### src/rtl/md_ctrl_pkg.sv
// Shared op codes, FSM encoding and small decode helpers for the HI/LO
// multiply/divide sequencer.
package md_ctrl_pkg;

  localparam int MD_WIDTH = 32;
  localparam int MD_CNT_W = 6;

  typedef enum logic [2:0] {
    MD_MULT  = 3'd0,
    MD_MULTU = 3'd1,
    MD_DIV   = 3'd2,
    MD_DIVU  = 3'd3,
    MD_MTHI  = 3'd4,
    MD_MTLO  = 3'd5
  } md_op_e;

  typedef enum logic [1:0] {
    ST_IDLE = 2'd0,
    ST_MUL  = 2'd1,
    ST_DIV  = 2'd2,
    ST_FIX  = 2'd3
  } md_state_e;

  // Iterative ops occupy codes 0..3; bit 1 separates divide from multiply.
  function automatic logic op_is_iter(input logic [2:0] op);
    return (op[2] == 1'b0);
  endfunction

  function automatic logic op_is_div(input logic [2:0] op);
    return op[1];
  endfunction

  function automatic logic op_is_signed(input logic [2:0] op);
    return (op == MD_MULT) || (op == MD_DIV);
  endfunction

endpackage

### src/rtl/md_ctrl_if.sv
// EX-stage to multiply/divide unit bus: operation request plus HI/LO and busy.
interface md_ctrl_if
  import md_ctrl_pkg::*;
#(
  parameter int WIDTH = MD_WIDTH
) ();

  // Handshake: start is a one-cycle valid; the unit is ready when busy is 0.
  // A start seen while busy is dropped, so decode must stall MD users on busy.
  logic             start;
  logic [2:0]       mdctr;
  logic [WIDTH-1:0] A;
  logic [WIDTH-1:0] B;
  logic             busy;
  logic [WIDTH-1:0] hi;
  logic [WIDTH-1:0] lo;
  md_state_e        state_dbg;

  modport master (
    output start, mdctr, A, B,
    input  busy, hi, lo, state_dbg
  );

  modport slave (
    input  start, mdctr, A, B,
    output busy, hi, lo, state_dbg
  );

endinterface

### src/rtl/md_negate.sv
// Conditional two's-complement of an N-bit bus; passes the input through when
// en is low.
module md_negate #(
  parameter int N = 64
) (
  input  logic         en,
  input  logic [N-1:0] din,
  output logic [N-1:0] dout
);

  assign dout = en ? (~din + N'(1)) : din;

endmodule

### src/rtl/md_ctrl.sv
// Iterative multiply/divide sequencer owning HI/LO: shift-add multiply and
// restoring divide on magnitudes, with a one-cycle sign fix before write-back.
module md_ctrl
  import md_ctrl_pkg::*;
#(
  parameter int WIDTH = MD_WIDTH,
  parameter int CNT_W = MD_CNT_W
) (
  input  logic        clk,
  input  logic        reset,
  md_ctrl_if.slave    bus
);

  md_state_e              state_q, state_d;
  logic [CNT_W-1:0]       cnt_q, cnt_d;
  logic                   is_div_q, is_div_d;
  logic                   s_a_q, s_a_d;
  logic                   s_b_q, s_b_d;
  logic                   div0_q, div0_d;
  // MUL: {partial product, multiplier}. DIV: low half is dividend/quotient.
  logic [2*WIDTH-1:0]     acc_q, acc_d;
  // MUL: |A| multiplicand. DIV: |B| divisor.
  logic [WIDTH-1:0]       opnd_q, opnd_d;
  logic [WIDTH-1:0]       rem_q, rem_d;
  logic [WIDTH-1:0]       hi_q, hi_d;
  logic [WIDTH-1:0]       lo_q, lo_d;

  logic                   in_fix;
  logic                   sgn_op;
  logic                   wide_en, narrow_en;
  logic [2*WIDTH-1:0]     wide_in, wide_out;
  logic [WIDTH-1:0]       narrow_in, narrow_out;
  logic [WIDTH:0]         mul_sum;
  logic [WIDTH:0]         div_shift;
  logic [WIDTH:0]         div_diff;

  assign in_fix = (state_q == ST_FIX);
  assign sgn_op = op_is_signed(bus.mdctr);

  // The two negators are shared: operand magnitudes at issue, sign fix in FIX.
  assign wide_in   = in_fix ? (is_div_q ? {{WIDTH{1'b0}}, acc_q[WIDTH-1:0]} : acc_q)
                            : {{WIDTH{bus.A[WIDTH-1]}}, bus.A};
  assign wide_en   = in_fix ? (s_a_q ^ s_b_q) : (sgn_op & bus.A[WIDTH-1]);
  assign narrow_in = in_fix ? rem_q : bus.B;
  assign narrow_en = in_fix ? s_a_q : (sgn_op & bus.B[WIDTH-1]);

  md_negate #(.N(2*WIDTH)) u_neg_wide (
    .en   (wide_en),
    .din  (wide_in),
    .dout (wide_out)
  );

  md_negate #(.N(WIDTH)) u_neg_narrow (
    .en   (narrow_en),
    .din  (narrow_in),
    .dout (narrow_out)
  );

  // Trial subtract is one bit wider than the remainder so it cannot overflow.
  assign mul_sum   = {1'b0, acc_q[2*WIDTH-1:WIDTH]} + {1'b0, opnd_q};
  assign div_shift = {rem_q, acc_q[WIDTH-1]};
  assign div_diff  = div_shift - {1'b0, opnd_q};

  always_comb begin
    state_d  = state_q;
    cnt_d    = cnt_q;
    is_div_d = is_div_q;
    s_a_d    = s_a_q;
    s_b_d    = s_b_q;
    div0_d   = div0_q;
    acc_d    = acc_q;
    opnd_d   = opnd_q;
    rem_d    = rem_q;
    hi_d     = hi_q;
    lo_d     = lo_q;

    case (state_q)
      ST_IDLE: begin
        if (bus.start) begin
          if (op_is_iter(bus.mdctr)) begin
            cnt_d    = '0;
            is_div_d = op_is_div(bus.mdctr);
            s_a_d    = sgn_op & bus.A[WIDTH-1];
            s_b_d    = sgn_op & bus.B[WIDTH-1];
            div0_d   = (bus.B == '0);
            rem_d    = '0;
            if (op_is_div(bus.mdctr)) begin
              acc_d   = {{WIDTH{1'b0}}, wide_out[WIDTH-1:0]};
              opnd_d  = narrow_out;
              state_d = ST_DIV;
            end else begin
              acc_d   = {{WIDTH{1'b0}}, narrow_out};
              opnd_d  = wide_out[WIDTH-1:0];
              state_d = ST_MUL;
            end
          end else if (bus.mdctr == MD_MTHI) begin
            hi_d = bus.A;
          end else if (bus.mdctr == MD_MTLO) begin
            lo_d = bus.A;
          end
        end
      end

      ST_MUL: begin
        acc_d = acc_q[0] ? {mul_sum, acc_q[WIDTH-1:1]}
                         : {1'b0, acc_q[2*WIDTH-1:1]};
        cnt_d = cnt_q + CNT_W'(1);
        if (cnt_q == CNT_W'(WIDTH-1)) state_d = ST_FIX;
      end

      ST_DIV: begin
        if (!div_diff[WIDTH]) begin
          rem_d = div_diff[WIDTH-1:0];
          acc_d = {acc_q[2*WIDTH-1:WIDTH], acc_q[WIDTH-2:0], 1'b1};
        end else begin
          rem_d = div_shift[WIDTH-1:0];
          acc_d = {acc_q[2*WIDTH-1:WIDTH], acc_q[WIDTH-2:0], 1'b0};
        end
        cnt_d = cnt_q + CNT_W'(1);
        if (cnt_q == CNT_W'(WIDTH-1)) state_d = ST_FIX;
      end

      ST_FIX: begin
        state_d = ST_IDLE;
        if (!is_div_q) begin
          {hi_d, lo_d} = wide_out;
        end else if (!div0_q) begin
          lo_d = wide_out[WIDTH-1:0];
          hi_d = narrow_out;
        end
      end

      default: state_d = ST_IDLE;
    endcase
  end

  always_ff @(posedge clk or negedge reset) begin
    if (!reset) begin
      state_q  <= ST_IDLE;
      cnt_q    <= '0;
      is_div_q <= 1'b0;
      s_a_q    <= 1'b0;
      s_b_q    <= 1'b0;
      div0_q   <= 1'b0;
      acc_q    <= '0;
      opnd_q   <= '0;
      rem_q    <= '0;
      hi_q     <= '0;
      lo_q     <= '0;
    end else begin
      state_q  <= state_d;
      cnt_q    <= cnt_d;
      is_div_q <= is_div_d;
      s_a_q    <= s_a_d;
      s_b_q    <= s_b_d;
      div0_q   <= div0_d;
      acc_q    <= acc_d;
      opnd_q   <= opnd_d;
      rem_q    <= rem_d;
      hi_q     <= hi_d;
      lo_q     <= lo_d;
    end
  end

  assign bus.busy      = (state_q != ST_IDLE);
  assign bus.hi        = hi_q;
  assign bus.lo        = lo_q;
  assign bus.state_dbg = state_q;

endmodule
### src/flat_wrapper.sv
// flat-port wrapper written by rule: the top's interface ports become plain ports
module md_ctrl_flat import md_ctrl_pkg::*;
#(
  parameter int WIDTH = MD_WIDTH,
  parameter int CNT_W = MD_CNT_W
)
  (clk, reset, bus_start, bus_mdctr, bus_A, bus_B, bus_busy, bus_hi, bus_lo, bus_state_dbg);
  md_ctrl_if #(.WIDTH(WIDTH)) bus_i ();
  input  logic clk;
  input  logic reset;
  input wire logic [$bits(bus_i.start)-1:0] bus_start;
  input wire logic [$bits(bus_i.mdctr)-1:0] bus_mdctr;
  input wire logic [$bits(bus_i.A)-1:0] bus_A;
  input wire logic [$bits(bus_i.B)-1:0] bus_B;
  output wire logic [$bits(bus_i.busy)-1:0] bus_busy;
  output wire logic [$bits(bus_i.hi)-1:0] bus_hi;
  output wire logic [$bits(bus_i.lo)-1:0] bus_lo;
  output wire logic [$bits(bus_i.state_dbg)-1:0] bus_state_dbg;
  assign bus_i.start = bus_start;
  assign bus_i.mdctr = bus_mdctr;
  assign bus_i.A = bus_A;
  assign bus_i.B = bus_B;
  assign bus_busy = bus_i.busy;
  assign bus_hi = bus_i.hi;
  assign bus_lo = bus_i.lo;
  assign bus_state_dbg = bus_i.state_dbg;
  md_ctrl #(.WIDTH(WIDTH), .CNT_W(CNT_W)) u_core (.clk(clk), .reset(reset), .bus(bus_i));
endmodule
### config.mk
export PLATFORM = sky130hd
export DESIGN_NAME = md_ctrl_flat
export DESIGN_NICKNAME = d
export VERILOG_FILES = /design/src/rtl/md_ctrl_pkg.sv /design/src/rtl/md_ctrl_if.sv /design/src/rtl/md_negate.sv /design/src/rtl/md_ctrl.sv /design/src/flat_wrapper.sv
export SDC_FILE = /design/constraint.sdc
export NUM_CORES = 1
export LEC_CHECK = 0
export ABC_AREA = 1
export CAP_MARGIN = 20
export CORE_MARGIN = 2
export CORE_UTILIZATION = 25
export DETAILED_ROUTE_END_ITERATION = 6
export GPL_TIMING_DRIVEN = 0
export PLACE_DENSITY = 0.45
export SYNTH_ARGS = -nofsm -noshare
export SYNTH_HDL_FRONTEND = slang
export SYNTH_HIERARCHICAL = 1
export SYNTH_SLANG_ARGS = --single-unit
### constraint.sdc
create_clock -name clk -period 4.1 [get_ports clk]
set_clock_uncertainty 0.15 [all_clocks]
set_input_delay 0.41 -clock clk [delete_from_list [all_inputs] [get_ports clk]]
set_output_delay 0.41 -clock clk [all_outputs]
set_load 0.01 [all_outputs]
# Yosys cells after proc, flatten, opt, wreduce, memory -nomap -nowiden

Cells that the tools add are included.

Flip-flop bits (word level): 204
Input bits: 70
Output and inout bits: 67
Word-level logic and storage cells: 97

Add/sub/neg operators: 5
Equality and inequality tests: 15
Muxes and demuxes: 39
Bitwise operators: 7
Reduce and logical (&&, ||, !) cells: 19

Operator list:

| cell                    | number |
|---|---|
| $mux W32                | 18 |
| $mux W64                | 6 |
| $pmux W32 S2            | 3 |
| $pmux W64 S3            | 1 |
| $add A64 B1 Y64 const B | 1 |
| $not A64 Y64            | 1 |
| $add A32 B32 Y33        | 1 |
| $sub A33 B32 Y33        | 1 |
| $add A32 B1 Y32 const B | 1 |
| $logic_not A32 Y1       | 1 |
| $not A32 Y32            | 1 |
| $reduce_and A3 Y1       | 5 |
| $mux W6                 | 2 |
| $pmux W6 S2             | 1 |
| $reduce_bool A2 Y1      | 5 |
| $mux W2                 | 4 |
| $ne A2 B2 Y1 const B    | 4 |
| $add A6 B1 Y6 const B   | 1 |
| $eq A3 B3 Y1 const B    | 2 |
| $eq A6 B5 Y1 const B    | 1 |
| $ne A2 B1 Y1 const B    | 3 |
| $pmux W2 S3             | 1 |
| $reduce_and A6 Y1       | 1 |
| $reduce_and A5 Y1       | 1 |
| 14 further kinds        | 19 |

# Depth between registers and ports, before layout

Word-level depth: 9
Mapped depth: 19
Mapped depth without buffers: 17

# Hierarchy

Netlist, hierarchy kept.

Modules (own cells, without submodules):

| module                           | times used | cells an instance | area an instance (sq um) | seq. area each (sq um) |
|---|---|---|---|---|
| md_ctrl                          | 1          | 2467              | 15969.1                  | 5104.9 |
| md_negate at u_core.u_neg_wide   | 1          | 498               | 2466.1                   | 0.0 |
| md_negate at u_core.u_neg_narrow | 1          | 227               | 1108.6                   | 0.0 |

# Worst setup path after synthesis

Ideal clock, no wire load.

Kind: reg2reg
Start point: reg u_core.state_q[0], in the netlist u_core/bus.state_dbg[0]
End point: reg u_core.acc_q[30]
Library setup time: 0.133 ns
Data arrival time: 3.032 ns
Data required time: 3.817 ns
Slack: 0.785 ns
Cell stages (with the launch flop): 19
Buffers on the path: 3
Clock period less this slack: 3.315 ns
Cells stage by stage: dfrtp_1 ha_1 buf_2 inv_2 clkbuf_1 clkbuf_1 o21ai_0 inv_1 ha_1 nand3_4 nor2_1 nand2_1 o21ai_4 nand2_1 xor2_1 inv_1 nand2_1 a31oi_1 o21ai_0

Longest elaborated chain between the ends: 9
Elaborated cells on any way between the ends: 22
Classes of those cells: add/sub (2); eq/ne (5); mux (10); bitwise (2); reduce/logical (3)

Ends and longest elaborated chain:

| element                  | line            | text |
|---|---|---|
| start: declaration       | md_ctrl.sv:14   | `md_state_e state_q, state_d;` |
| start signal: assignment | md_ctrl.sv:151  | `state_q <= state_d;` |
| $eq A2 B2 Y1             | md_ctrl.sv:37   | `assign in_fix = (state_q == ST_FIX);` |
| $mux W64                 | md_ctrl.sv:41   | `assign wide_in = in_fix ? (is_div_q ? {{WIDTH{1'b0}}, acc_q[WIDTH-1:0]} : acc_q)` |
| net u_core.wide_in[0]    | md_ctrl.sv:31   | `logic [2*WIDTH-1:0] wide_in, wide_out;` |
| $not A64 Y64             | md_negate.sv:11 | `assign dout = en ? (~din + N'(1)) : din;` |
| $add A64 B1 Y64          | md_negate.sv:11 |  |
| $mux W64                 | md_negate.sv:11 |  |
| net u_core.wide_out[30]  | md_ctrl.sv:31   |  |
| $mux W32                 | md_ctrl.sv:87   | `if (op_is_div(bus.mdctr)) begin` |
| $mux W64                 | md_ctrl.sv:80   | `if (op_is_iter(bus.mdctr)) begin` |
| $mux W64                 | md_ctrl.sv:79   | `if (bus.start) begin` |
| $pmux W64 S3             | md_ctrl.sv:77   | `case (state_q)` |
| end signal: assignment   | md_ctrl.sv:145  | `acc_q <= '0;` |
| end signal: assignment   | md_ctrl.sv:157  | `acc_q <= acc_d;` |
| end: declaration         | md_ctrl.sv:21   | `logic [2*WIDTH-1:0] acc_q, acc_d;` |

The timed path passes the listed nets, and every way through them passes these cells. The select of a mux whose other input is x is not followed.
A chain may end at the register's enable or synchronous reset.

# Worst setup path after layout

Start point: reg u_core.state_q[0], in the netlist u_core/bus.state_dbg[0]
End point: reg u_core.hi_q[14], in the netlist u_core/bus.hi[14]

Elaborated cells on any way between the ends: 21
Classes of those cells: add/sub (2); eq/ne (5); mux (9); bitwise (2); reduce/logical (3)

RTL lines:

| element                 | line            | text |
|---|---|---|
| $eq A2 B2 Y1            | md_ctrl.sv:37   |  |
| $mux W64                | md_ctrl.sv:41   |  |
| net u_core.wide_in[28]  | md_ctrl.sv:31   |  |
| $not A64 Y64            | md_negate.sv:11 |  |
| $add A64 B1 Y64         | md_negate.sv:11 |  |
| $mux W64                | md_negate.sv:11 |  |
| net u_core.wide_out[46] | md_ctrl.sv:31   |  |
| $mux W32                | md_ctrl.sv:125  | `if (!is_div_q) begin` |
| $pmux W32 S2            | md_ctrl.sv:77   |  |
| end signal: assignment  | md_ctrl.sv:160  | `hi_q <= hi_d;` |
| end: declaration        | md_ctrl.sv:25   | `logic [WIDTH-1:0] hi_q, hi_d;` |

The timed path passes the listed nets, and every way through them passes these cells. The select of a mux whose other input is x is not followed.

==> metrics.cfg <==
[run_status]
status=finished with violations
violations=DRC

[floorplan]
ios=137
initial_core_util_pct=25.2
dieArea_um2=80400
fp-row-count=102
core_area_um2=77500
die_h_um=284
die_w_um=284

[finish]
nNetsFinal=3509
fin_cells=4427
areaGrowthSynthToFinish_pct=19.1
post-route-util_pct=30.0
n_fill_cell=8939
drive_gt1_share_pct=5.85

[clock_network]
cts.sinks=204
cts_tree=done
cts.path.max_buffers=3
numCtsBuffers=26
clkLatencyLatePin_ns=0.57
clkTransAtPathRegs_ns=0.06
ctsHtreeMaxLevel=1
root_buffer=clkbuf_16

[placement]
io_buffers=135
dp_cells=4369
routabilityCongestion=0.975
dp_hpwl_um=78800
pre_cts_ws_ns=-1.32

[sta]
slew_viol_final=0
slew_headroom_pct=37.3
worst_slew_pin_slew_ns=0.941
finalHoldViolations=0
period_minus_slack_ns=3.99
setup_viol=0
fin_crit_sh_pct=97.4
rsz0062_at_grt=false
timing.fmax_mhz=251
setup_slack_ns=0.109

[yosys]
synth_area_leaders=dfrtp_1 26%, nand2_1 20%, inv_1 9.2%
synth_area_um2=19500
ys_seq_area_share_pct=26.1
yosysWarnings=6
syn_inst=3192
synth-seq-cells=204
syn_area_per_cell_um2=6.12
synth_fp_nets=3335
yosys.area.top_type=dfrtp_1
synth_top_area_share_pct=26.1
synth_cell_types=49

[route]
via_per_inst=4.89
drtIter0Drc=2018
wirelength_um=94200
met3WireLength_um=6040
vias=21600
first_pass_iters=7
met2_length_um=40900
top_layer=met4
ant_nets=0
wl_per_cell_um=21.3
drc=2
met1_length_um=44400

[critical_path]
worstSetupEndpointType=register
cp_max_fo=10
crit_type=reg -> reg
critPathLaunchType=register
arrival_ns=4.33
cp.required_ns=4.44
startpoint=u_core/bus.state_dbg[0]$_DFFE_PN0P_
rr_startpoint=u_core/bus.state_dbg[0]$_DFFE_PN0P_

[pwr]
combinationalPowerShare_pct=27.9
seq_power_share_pct=34.1
vdd_drop_max_mv=0.257
power_density_nw_per_um2=268
swShare_pct=36.1
power.leakage_uw=0.0113
switching_power_uw=2250
p_int_uw=3990
clockPowerShare_pct=38.0

[global_route]
antenna_found_initial=2
grt_pass1_vias=21000
grt_use_total_pct=22.9
overflow=0
grt_pass1_wl_um=139000
grt_max_degree=82

[flow_run]
drv_cap=0

[min_path]
hp-class=in -> async

-- timing repair --
item / 4_1_cts / 5_1_grt
gates resized for setup: 17 / 26
pin swaps: 4 / 4
hold buffers: 1 / 0
buffers inserted: 5 / 3
setup endpoints to repair: 126 / 52
hold endpoints to repair: 80 / 0
-- placed cells by master (no fill, tap or decap), drive strengths merged, types with 2 or more instances in the layout --
master         instances
o21a                  36
nor2                 317
and3                   2
a21o                   3
a21oi                106
clkdlybuf4s50        134
buf                   59
dfrtp                204
o21ai                263
diode                  3
o211ai                93
fa                     2
a31oi                 62
o21bai                 7
nand4                 35
inv                  487
clkinv                 5
o22ai                 34
nand3                163
nand3b                15
ha                    71
nand2               1066
xor2                  51
xnor2                 26
bufinv                 2
nor3                  14
or2                    2
nor4                   6
clkbuf               113
-- worst max-delay path, cell delays in order, from the launching register on --
cell	delay, ns
dfrtp_1	0.44
ha_1	0.22
clkbuf_4	0.25
inv_6	0.18
clkbuf_8	0.24
clkbuf_2	0.29
o21ai_0	0.27
nor2_1	0.25
nand2_1	0.14
nor2_1	0.25
inv_1	0.09
o21ai_1	0.33
nand2_1	0.12
xor2_1	0.30
o211ai_1	0.19
a31oi_1	0.20
-- final cells by class --
cell class | instances | area, um^2 | share of cell area (%)
tap | 1040 | 1300 | 5.59
buffer | 123 | 603 | 2.59
timing repair buffer | 146 | 1480 | 6.36
inverter | 486 | 1830 | 7.88
antenna | 3 | 7.51 | 0.0323
sequential | 204 | 5100 | 21.9
multi-input combinational | 2379 | 12100 | 51.9
clock buffer | 38 | 757 | 3.25
clock inverter | 8 | 97.6 | 0.419
-- layer usage --
layer | global-route usage (%) | up-vias
li1 | - | 10600
met1 | 32.7 | 10300
met2 | 35.9 | 681
met3 | 3.11 | 107
met4 | 6.26 | 0
met5 | 0 | -
-- kinds of logic (layout without fill, tap and decap cells) --
kind of cell | Yosys count | after routing | share of synthesized area, %
compound gates | 607 | 607 | 18.5
xor+xnor | 77 | 77 | 3.49
fa+ha+maj | 73 | 73 | 4.75
buf+inv | 609 | 801 | 12.2
flops | 204 | 204 | 26.1
other cells | 0 | 3 | 0
simple gates | 1622 | 1622 | 34.9
-- power groups by stage --
stage / Combinational, uW / Sequential (uW) / Clock (uW)
after floorplan: 995 / 2150 / 0
after global placement: 1690 / 2170 / 0
after detailed placement: 1690 / 2160 / 0
after CTS: 1710 / 2130 / 2450
after global routing: 1890 / 2130 / 2530
final: 1740 / 2130 / 2370
-- state kept, by name (all words and copies together) (netlist names) --
signal and cells:
u_core/acc_q 64, u_core/bus.hi 32, u_core/bus.lo 32, u_core/bus.state_dbg 2, u_core/cnt_q 6, u_core/div0_q 1
u_core/is_div_q 1, u_core/opnd_q 32, u_core/rem_q 32, u_core/s_a_q 1, u_core/s_b_q 1
-- stage by stage --
step / hold WS (ns) / total power [uW] / setup TNS [ns] / area, um^2
floorplan: -0.0356 / 3150 / 0 / 19500
global placement: 0.320 / 3850 / -1612.32 / 22200
detailed placement: 0.303 / 3860 / -88.65 / 22300
CTS: 0.289 / 6290 / 0 / 23200
global route: 0.315 / 6560 / 0 / 23300
finish: 0.256 / 6240 / 0 / 23300
-- synth_stat cells (all sizes together) --
cell	number
dfrtp	204
xnor2	26
clkbuf	74
buf	49
or2	2
nand4	35
fa	2
o211ai	93
o221ai	1
o22ai	34
nand2	1066
a21oi	106
nor4	6
a211oi	1
ha	71
xor2	51
o21a	36
nand3	163
nand3b	15
nor2	317
a21o	3
a22oi	1
nor3b	1
nor3	14
a31oi	62
and2	1
and3	2
o21ai	263
inv	486
o21bai	7
-- worst paths after layout --
kind / slack, ns / cells after the start / to
min in group clk: 0.33 / 3 / u_core/bus.hi[21]$_DFFE_PN0P_
max reg2reg: 0.11 / 15 / u_core/bus.hi[14]$_DFFE_PN0P_
max in group asynchronous: 2.33 / 4 / u_core/bus.hi[27]$_DFFE_PN0P_
min reg2reg: 0.33 / 2 / u_core/acc_q[18]$_DFFE_PN0P_
min: 0.26 / 2 / u_core/acc_q[43]$_DFFE_PN0P_
max: 0.11 / 15 / u_core/bus.hi[14]$_DFFE_PN0P_
(Power assumes the default switching activity.)
